==> config.mk <==
export PLATFORM = sky130hd
export DESIGN_NAME = imm_rot_encoder
export DESIGN_NICKNAME = d
export VERILOG_FILES = /design/src/rtl/imm_rot_encoder.sv
export SDC_FILE = /design/constraint.sdc
export NUM_CORES = 1
export LEC_CHECK = 0
export ABC_AREA = 1
export BUFFER_PORTS_ARGS = -buffer_cell sky130_fd_sc_hd__buf_4
export CAP_MARGIN = 5
export CORE_ASPECT_RATIO = 0.9
export CORE_UTILIZATION = 40
export CTS_BUF_LIST = sky130_fd_sc_hd__clkbuf_4 sky130_fd_sc_hd__clkbuf_8
export DETAILED_ROUTE_END_ITERATION = 8
export PLACE_DENSITY_LB_ADDON = 0.3
export SLEW_MARGIN = 0
export SYNTH_ARGS = -nofsm -noshare
export SYNTH_HDL_FRONTEND = slang
export SYNTH_SLANG_ARGS = --single-unit
==> constraint.sdc <==
create_clock -name clk -period 3.75 [get_ports clk]
set_input_delay 0.75 -clock clk [delete_from_list [all_inputs] [get_ports clk]]
set_output_delay 0.75 -clock clk [all_outputs]
set_load 0.05 [all_outputs]
==> src/rtl/imm_rot_encoder.sv <==
// Encodes a 32-bit constant as a 12-bit operand-2 field: rotated 8-bit immediate
// (searched one rotate step per cycle) or a plain 12-bit memory offset.
module imm_rot_encoder (
    input  logic        clk,
    input  logic        rst,
    input  logic        start,
    input  logic        mem_cmd,
    input  logic [31:0] value,
    output logic        busy,
    output logic        done,
    output logic        encodable,
    output logic [11:0] shift_operand
);

    typedef enum logic [1:0] {IDLE, SEARCH, DONE} state_t;

    state_t      state;
    logic [31:0] val_q;
    logic [3:0]  rot;
    logic [31:0] cand;

    // Rotate left by 2*r without losing bits.
    function automatic logic [31:0] rotl2(input logic [31:0] v, input logic [3:0] r);
        logic [63:0] d;
        d = {v, v} << {r, 1'b0};
        return d[63:32];
    endfunction

    assign cand = rotl2(val_q, rot);

    always_ff @(posedge clk) begin
        if (rst) begin
            state         <= IDLE;
            rot           <= 4'd0;
            busy          <= 1'b0;
            done          <= 1'b0;
            encodable     <= 1'b0;
            shift_operand <= 12'd0;
        end else begin
            done <= 1'b0;
            case (state)
                IDLE, DONE: begin
                    if (start) begin
                        val_q <= value;
                        if (mem_cmd) begin
                            state         <= DONE;
                            busy          <= 1'b0;
                            done          <= 1'b1;
                            encodable     <= (value[31:12] == 20'd0);
                            shift_operand <= (value[31:12] == 20'd0) ? value[11:0] : 12'd0;
                        end else begin
                            state         <= SEARCH;
                            busy          <= 1'b1;
                            rot           <= 4'd0;
                            encodable     <= 1'b0;
                            shift_operand <= 12'd0;
                        end
                    end else begin
                        state <= IDLE;
                        busy  <= 1'b0;
                    end
                end
                SEARCH: begin
                    // Ascending rot order makes the first hit the canonical encoding.
                    if (cand[31:8] == 24'd0) begin
                        shift_operand <= {rot, cand[7:0]};
                        encodable     <= 1'b1;
                        state         <= DONE;
                        busy          <= 1'b0;
                        done          <= 1'b1;
                    end else if (rot == 4'd15) begin
                        shift_operand <= 12'd0;
                        encodable     <= 1'b0;
                        state         <= DONE;
                        busy          <= 1'b0;
                        done          <= 1'b1;
                    end else begin
                        rot <= rot + 4'd1;
                    end
                end
                default: begin
                    state <= IDLE;
                    busy  <= 1'b0;
                end
            endcase
        end
    end

endmodule

==> metrics.md <==
| Metric | Value |
|---|---|
| CTS tree | `yes` |
| Setup TNS | `0 ns` |
| Fmax | `0.317 GHz` |
| Critical Path RT | `4.00 ns` |
| Place WS | `0.805 ns` |
| Lkg Pwr | `2.05 nW` |
| Worst reg2reg setup slack | `0.60 ns` |
| Antenna diode count | `0` |
| R2R cell count | `15` |
| Tot Pwr | `0.00149 W` |
| Mux share of post-synthesis cell area | `0` |
| Cell area after synthesis | `0.00385 mm2` |
| Slew headroom | `0.494` |
| Gr ovfl total | `0` |
| Max stage delay on crit path | `0.59 ns` |
| Crit path DAT | `3.40 ns` |
| Synth-to-Final Area Change | `12.0%` |
| Worst R2R Start | `rot[1]$_SDFFE_PP0P_` |
| Vias per inst | `5.53` |
| Most frequent cells in the layout | `232 x nand2_1, 97 x nand3_1, 64 x nor2_1` |
| ANT nets after route | `0` |
| Die width | `105 um` |
| Clk slew on worst S/H paths | `0.10 ns` |
| Setup crit end kind | `flop` |
| Post-cts hold buffer count | `0` |
| Gpl congestion | `0.921` |
| Core Box Area | `0.00921 mm2` |
| Die height | `95.0 um` |
| Vias in the first global route | `3684` |
| Clock latency on the worst-skew pair | `0.31 ns` |
| Largest net degree at the start of global routing | `38` |
| Flops & latches, synth | `53` |
| Startpoint types | `flop` |
| CP max stage cell | `nor2_1` |
| Final period utilization | `0.840` |
| XOR/XNOR share of the synthesized area | `0` |
| Drt initial violations | `510` |
| Critical path, cell by cell | `inv_2 -> nand3_1 -> nand2_1 -> nand2_1 -> nor2_2 -> inv_1 -> nand2_1 -> nand2_1 -> nand2_1 -> nand2_1 -> nor2_1 -> nand4_1 -> nand2_1 -> nor2_1 -> nor2_1` |
| Final Max Tran Viols | `0` |
| # IOs | `51` |
| PwrDens | `345 mW/mm2` |
| Hold_ws | `0.492 ns` |
| Commonest non-fill, non-tap cell in the layout | `nand2_1` |
| Clk sink count | `53` |
| Final setup viols | `0` |
| CP max FO | `32` |
| Layout Nets | `663` |
| RSZ-0062 raised after global routing | `no` |
| Buffers added on ports | `50` |
| Syn nets | `634` |
| Cell Rows | `33` |
| Clock root buffer | `clkbuf_8` |
| Initial Util | `0.418` |
| Total Wirelength | `11.7 mm` |
| Worst Skew | `0.0137 ns` |
| GRT Util Overall | `0.240` |
| Largest family of logic cells by synthesized area | `simple AND/OR/NAND/NOR gates` |
| Hold Path Class | `flop to flop` |
| Hold Startpoint | `busy$_SDFFE_PP0P_` |
| DRC errors left | `0` |
| Syn Inst Count | `597` |
| WHS Endpoint | `busy$_SDFFE_PP0P_` |
| Tmin final | `3.15 ns` |
| Share of the synthesized area in the top cell type | `0.250` |
| Kind of critical path | `flop to flop` |
| Final worst slack | `0.599 ns` |
| WHS Path Cells | `2` |
| Dominant cells by area after synthesis | `edfxtp_1 25%, nand2_1 23%, nand3_1 13%` |
| Least-Margin Pin Slew | `0.757 ns` |
| Drt pass-1 iters | `5` |
| Netlist cell types | `28` |
| DR vias | `4140` |
| Maximum vdd drop | `159 uV` |
| CP dominant cell by count | `nand2_1` |
| Drt wl/cell | `15.6 um` |
| Post-Synth Simple-Gate Area | `0.515` |
| Initial antenna violation count | `0` |
| Post-CTS resize count | `0` |
| Area leader, netlist | `edfxtp_1` |
| Status | `complete, no violations` |
| Share of cells above drive strength 1 | `0.137` |
| Syn. warnings | `0` |
| Post-synthesis compound-gate area fraction | `0.0315` |
| Number of CTS-inserted buffers | `5` |
| Syn Area/Cell | `6.44 um2` |
| Part of the Yosys area used for sequential elements | `0.359` |
| Detailed Place HPWL | `8.80 mm` |
| Post-synthesis adder-cell area fraction | `0.00325` |
| Clock buffer depth | `2` |
| Post-CTS Setup Bufs | `0` |
| Reg-to-Reg End | `shift_operand[0]$_SDFFE_PP0P_` |
| Max_cap viols | `0` |
| H-tree depth | `2` |
| Die ar. | `0.0100 mm2` |
| Fin. Hold Viols | `0` |
| Global-route wire length before repair | `18.6 mm` |
| Finished Core Util | `0.468` |
## metrics by stage
stage               area [um2]  instances
global placement          4210        741
floorplan                 3850        597
finish                    4310        749
global route              4310        749
detailed placement        4210        741
CTS                       4310        749
## power by group
group	switching, W	internal [W]
sequential	0.0000219	0.000653
combinational	0.000322	0.000142
clock	0.000197	0.000150
total	0.000540	0.000945
## worst max path at each step
stage | from | to | slack [ns] | depth (start not counted)
after floorplan | start | val_q[0]$_DFFE_PP_ | 0.89 | 3
after global placement | rot[1]$_SDFFE_PP0P_ | shift_operand[0]$_SDFFE_PP0P_ | 0.80 | 15
after detailed placement | rot[1]$_SDFFE_PP0P_ | shift_operand[0]$_SDFFE_PP0P_ | 0.80 | 15
after CTS | rot[1]$_SDFFE_PP0P_ | shift_operand[0]$_SDFFE_PP0P_ | 0.77 | 15
after global routing | rot[0]$_SDFFE_PP0P_ | shift_operand[0]$_SDFFE_PP0P_ | 0.35 | 17
final | rot[1]$_SDFFE_PP0P_ | shift_operand[0]$_SDFFE_PP0P_ | 0.60 | 15
## flip-flops by register name, indices dropped and copies added (netlist names)
name,flops
busy,1
encodable,1
state,2
done,1
val_q,32
shift_operand,12
rot,4
## cell families (layout without fill, tap and decap cells)
kind of cell	count (synthesis)	in the layout
DFF	53	53
and+or+nand+nor	447	447
adders and majority gates	1	1
AOI/OAI and AO/OA	24	24
buffers and inverters	72	102
## per-layer routing
| metal | part of all wire | track usage |
|---|---|---|
| met5 | 0 | 0 |
| met4 | 0.011 | 0.0528 |
| met3 | 0.086 | 0.0390 |
| met2 | 0.43 | 0.373 |
| met1 | 0.47 | 0.349 |
## cells in the mapped netlist (all sizes together)
cell / count
dfxtp: 21
edfxtp: 32
nor2: 68
and2: 3
clkbuf: 4
inv: 38
o22ai: 1
buf: 29
nand4: 30
nor4: 4
clkinv: 1
o21ai: 13
ha: 1
nand3: 102
nand2: 240
a21oi: 10
## worst max-delay path, delay by kind of cell, from the launching register on
kind | cells | cell delay, ns
buffers and inverters | 2 | 0.56
flip-flops | 1 | 0.47
AND/OR/NAND/NOR | 13 | 2.06
## final cells by class
class                      count  area [um2]
timing repair buffer          55         413
multi-input combinational    472        2120
tap                          122         153
sequential                    53        1380
clock buffer                   6        82.6
fill                         975        4900
clock inverter                 2        13.8
inverter                      39         149
No activity file was read; power rests on OpenSTA's default activity.
